===== src/rtl/control_fifo_muestras.sv =====
// Sample buffer controller: circular buffer with valid/ready on both sides,
// drives the external occupancy counter and cross-checks it against its pointers.
module control_fifo_muestras #(
    parameter int BITS_DATOS     = 8,
    parameter int BITS_DIRECCION = 3
) (
    input  logic                      clk,
    input  logic                      reset,
    input  logic                      escribir_valido,
    input  logic [BITS_DATOS-1:0]     datos_entrada,
    output logic                      escribir_listo,
    output logic                      leer_valido,
    output logic [BITS_DATOS-1:0]     datos_salida,
    input  logic                      leer_listo,
    input  logic [BITS_DIRECCION:0]   ocupacion,
    output logic                      actualizar,
    output logic                      operacion,
    output logic                      error_ocupacion
);

    localparam int PROFUNDIDAD = 1 << BITS_DIRECCION;
    localparam logic [BITS_DIRECCION:0] OCUPACION_LLENO = PROFUNDIDAD[BITS_DIRECCION:0];
    localparam logic [BITS_DIRECCION:0] PASO = {{BITS_DIRECCION{1'b0}}, 1'b1};

    logic [BITS_DATOS-1:0]   mem [PROFUNDIDAD];
    logic [BITS_DIRECCION:0] ptr_escritura;
    logic [BITS_DIRECCION:0] ptr_lectura;
    logic [BITS_DIRECCION:0] diferencia;
    logic                    lleno;
    logic                    vacio;
    logic                    w;
    logic                    r;

    // Full/empty come from the external counter, not from the pointers.
    assign lleno          = (ocupacion == OCUPACION_LLENO);
    assign vacio          = (ocupacion == '0);
    assign escribir_listo = !lleno && !reset;
    assign leer_valido    = !vacio && !reset;

    assign w = escribir_valido && escribir_listo;
    assign r = leer_valido && leer_listo;

    assign datos_salida = mem[ptr_lectura[BITS_DIRECCION-1:0]];
    assign diferencia   = ptr_escritura - ptr_lectura;

    assign actualizar = w ^ r;
    assign operacion  = w && !r;

    always_ff @(posedge clk) begin
        if (w) begin
            mem[ptr_escritura[BITS_DIRECCION-1:0]] <= datos_entrada;
        end
    end

    always_ff @(posedge clk) begin
        if (reset) begin
            ptr_escritura   <= '0;
            ptr_lectura     <= '0;
            error_ocupacion <= 1'b0;
        end else begin
            if (w) begin
                ptr_escritura <= ptr_escritura + PASO;
            end
            if (r) begin
                ptr_lectura <= ptr_lectura + PASO;
            end
            if (ocupacion != diferencia) begin
                error_ocupacion <= 1'b1;
            end
        end
    end

endmodule


===== config.mk =====
export PLATFORM = sky130hd
export DESIGN_NAME = control_fifo_muestras
export DESIGN_NICKNAME = d
export VERILOG_FILES = /design/src/rtl/control_fifo_muestras.sv
export SDC_FILE = /design/constraint.sdc
export NUM_CORES = 1
export LEC_CHECK = 0
export ABC_AREA = 1
export CAP_MARGIN = 5
export CORE_UTILIZATION = 52
export CTS_CLUSTER_SIZE = 20
export DETAILED_ROUTE_END_ITERATION = 10
export MAX_ROUTING_LAYER = met4
export PLACE_DENSITY = 0.7
export SLEW_MARGIN = 20
export SYNTH_ARGS = -nofsm -noshare
export SYNTH_HDL_FRONTEND = slang
export SYNTH_SLANG_ARGS = --single-unit

===== constraint.sdc =====
create_clock -name clk -period 2.73 [get_ports clk]
set_input_delay 0.546 -clock clk [delete_from_list [all_inputs] [get_ports clk]]
set_output_delay 0.546 -clock clk [all_outputs]
set_load 0.02 [all_outputs]

==> impl_metrics.env <==
export IMPL_timing_rr_end="error_ocupacion"
export IMPL_dr_total_vias=2437
export IMPL_setup_viol=0
export IMPL_cts_buffers=9
export IMPL_post_synth_cell_area_avg_um2=10.3
export IMPL_drive_above_1_share_pct=12.2
export IMPL_routed_wl_um=6780
export IMPL_synth_most_common_cell="nand2_1"
export IMPL_crit_slowest_cell="clkdlybuf4s50_1"
export IMPL_status="finished clean"
export IMPL_use_met3_pct=3.63
export IMPL_rsz0062_at_grt="false"
export IMPL_reg2reg_slack_ns=0.78
export IMPL_diodes=0
export IMPL_crit_chain="clkdlybuf4s50_1, nor2_4, a21oi_4, buf_4, clkdlybuf4s50_1"
export IMPL_fp_coreArea_um2=6100
export IMPL_cts_sinks=76
export IMPL_die_area_um2=6800
export IMPL_postCtsSetupBuffers=0
export IMPL_synth_top_area_share_pct=57.1
export IMPL_syn_to_final_growth_pct=21.5
export IMPL_cts_hold_buf=0
export IMPL_critPathKind="in2out"
export IMPL_ys_ff_latch=76
export IMPL_multi_input_area_um2=1040
export IMPL_reg2reg_depth=10
export IMPL_busiest_layer="met2"
export IMPL_grtUsageMet2_pct=34.5
export IMPL_p_int_mw=1.91
export IMPL_max_freq_ghz=0.382
export IMPL_skew_ns=0.00692
export IMPL_power_share_clock_pct=36.2
export IMPL_clock_latency_ns=0.34
export IMPL_powerDensity_nw_per_um2=610
export IMPL_h_tree_depth=3
export IMPL_root_buffer="clkbuf_8"
export IMPL_detailedPlacementHpwl_um=4440
export IMPL_seqPwrFrac_pct=51.7
export IMPL_yosys_top_cells_count="nand2_1 (65), edfxtp_1 (64), nor2_1 (58), o21ai_0 (26), o21ai_1 (23)"
export IMPL_final_antenna_net_count=0
export IMPL_seq_area_frac_synth_pct=64.3
export IMPL_slew_headroom_pct=74.9
export IMPL_grt_pass1_wl_um=10600
export IMPL_grtUsageTotal_pct=22.9
export IMPL_ir_drop_mv=0.486
export IMPL_maxCapViolCount=0
export IMPL_crit_path_start_kind="input port"
export IMPL_synth_edf_count=64
export IMPL_pwr_share_comb_pct=12.1
export IMPL_cts_resized=4
export IMPL_pin_count=29
export IMPL_synth_area_top_cells="edfxtp_1 (57%), nand2_1 (7.3%), dfxtp_1 (7.1%)"
export IMPL_start_util_pct=55.2
export IMPL_synthCells=328
export IMPL_switching_share_pct=23.2
export IMPL_drcViolationCount=0
export IMPL_finalCritPeriodShare_pct=96.0
export IMPL_dominantRegCellSynth="edfxtp_1"
export IMPL_syn_nets=351
export IMPL_crit_path_end_kind="output pin"
export IMPL_timing_rr_start="ptr_escritura[0]"
export IMPL_rows=28
export IMPL_endpoint="escribir_listo"
export IMPL_path_max_fanout=3
export IMPL_grt_overflow=0
export IMPL_seqCellArea_um2=2160
export IMPL_crit_top_cell="clkdlybuf4s50_1"
export IMPL_drtPass1Iterations=4
export IMPL_drt_iter0_drc=220
export IMPL_grt_max_degree=33
export IMPL_globalplace_congestion=0.818
export IMPL_dp_cells=443
export IMPL_total_power_mw=2.49
export IMPL_worst_pin_slew_ns=0.376
export IMPL_ctsLongestPathBuffers=2
export IMPL_finalNonFillerCells=459
export IMPL_ys_async_sr_fraction_pct=0
export IMPL_finalHoldViolations=0
export IMPL_slowest_delay_ns=0.59
export IMPL_fp_dieH_um=82.4
export IMPL_syn_area_um2=3360
export IMPL_antenna_found_initial=0
export IMPL_critPathRequiredTime_ns=2.18
export IMPL_report_final_slew_viol_count=0
export IMPL_die_w_um=82.4
export IMPL_wl_per_cell_um=14.8
export IMPL_cts_tree="built"
export IMPL_post_drt_via_cell_ratio=5.31
export IMPL_use_met1_pct=31.0
export IMPL_switching_power_mw=0.578
export IMPL_port_buffers=28
export IMPL_startpoint="ocupacion[0]"
export IMPL_fin_crit_ns=2.62
export IMPL_grt_pass1_vias=2237
export IMPL_crit_arrival_ns=2.07
export IMPL_clk_pin_slew_worst_paths_ns=0.08
export IMPL_yosysTopAreaCell="edfxtp_1"
export IMPL_power_leakage_nw=1.62
export IMPL_hold_class="reg2reg"
export IMPL_final_nets=402
export IMPL_synth_cell_types=26
export IMPL_yosysWarningCount=0
export IMPL_n_fill_cell=486
logic make-up (layout without fill, tap and decap cells):
logic type | Yosys count | count (layout) | synth area share, %
AOI/OAI and AO/OA | 57 | 57 | 8.81
xor gates and xnor gates | 3 | 3 | 0.781
adders and majority gates | 7 | 7 | 2.83
buffers and inverters | 37 | 93 | 5.06
DFF | 76 | 76 | 64.3
and+or+nand+nor | 148 | 148 | 18.3
layout make-up:
cell class / instances / share of cell area (%)
Sequential cell: 76 / 52.9
Clock buffer: 11 / 3.21
Clock inverter: 5 / 1.87
Multi-Input combinational cell: 215 / 25.5
Inverter: 24 / 2.20
Timing Repair Buffer: 53 / 12.0
Tap cell: 75 / 2.30
critical path, delay by kind of cell:
kind	cells	cell delay (ns)
AO/OA/AOI/OAI	1	0.18
buffers and inverters	3	1.27
AND/OR/NAND/NOR	1	0.07
worst min path at each step:
| stage | startpoint | end | cells past startpoint |
|---|---|---|---|
| global route | ptr_lectura[3] | ptr_lectura[3] | 2 |
| global placement | ptr_lectura[3] | ptr_lectura[3] | 2 |
| finish | ptr_lectura[3] | ptr_lectura[3] | 2 |
| CTS | ptr_lectura[3] | ptr_lectura[3] | 2 |
| detailed placement | ptr_lectura[3] | ptr_lectura[3] | 2 |
| floorplan | ptr_lectura[3] | ptr_lectura[3] | 2 |
power groups by stage:
stage / combinational (mW) / clock [mW] / sequential (mW)
after floorplan: 0.174 / 0 / 1.31
after global placement: 0.296 / 0 / 1.31
after detailed placement: 0.304 / 0 / 1.32
after CTS: 0.304 / 0.908 / 1.29
after global routing: 0.342 / 0.958 / 1.29
final: 0.301 / 0.902 / 1.29
layout by cell type (no fill, tap or decap), types with 2 or more instances in the layout:
master	instances
clkbuf_8	9
edfxtp_1	64
ha_1	6
bufinv_16	2
dlygate4sd2_1	2
clkbuf_1	2
dfxtp_1	12
inv_1	21
nor2_4	2
buf_4	23
inv_2	3
dlymetal6s2s_1	4
o21ai_0	26
o21ai_1	23
nor3_1	6
nand3_1	13
a21oi_1	7
nand2_1	65
clkdlybuf4s50_1	22
nor2_1	58
xor2_1	3
per-stage QoR:
stage / util (%) / setup TNS (ns) / area, um2 / hold WS (ns) / worst slack (ns)
after floorplan: - / 0 / 3360 / 0.469 / 0.590
after global placement: 63.3 / -0.181 / 3860 / 0.496 / -0.156
after detailed placement: 63.3 / -0.281 / 3860 / 0.498 / -0.202
after CTS: 66.8 / 0 / 4070 / 0.509 / 0.0715
after global routing: 67.1 / 0 / 4090 / 0.543 / 0.000442
final: 67.1 / 0 / 4090 / 0.516 / 0.109
state kept, by name, indices dropped and copies added (netlist names), named ones only:
name             flops
ptr_lectura          4
mem                 64
ptr_escritura        4
error_ocupacion      1
layer usage:
metal / routed length (um) / part of all wire, %
met5: 0 / 0
met4: 80 / 1.2
met3: 365 / 5.4
met2: 3230 / 48
met1: 3100 / 46
(Power assumes the default switching activity.)
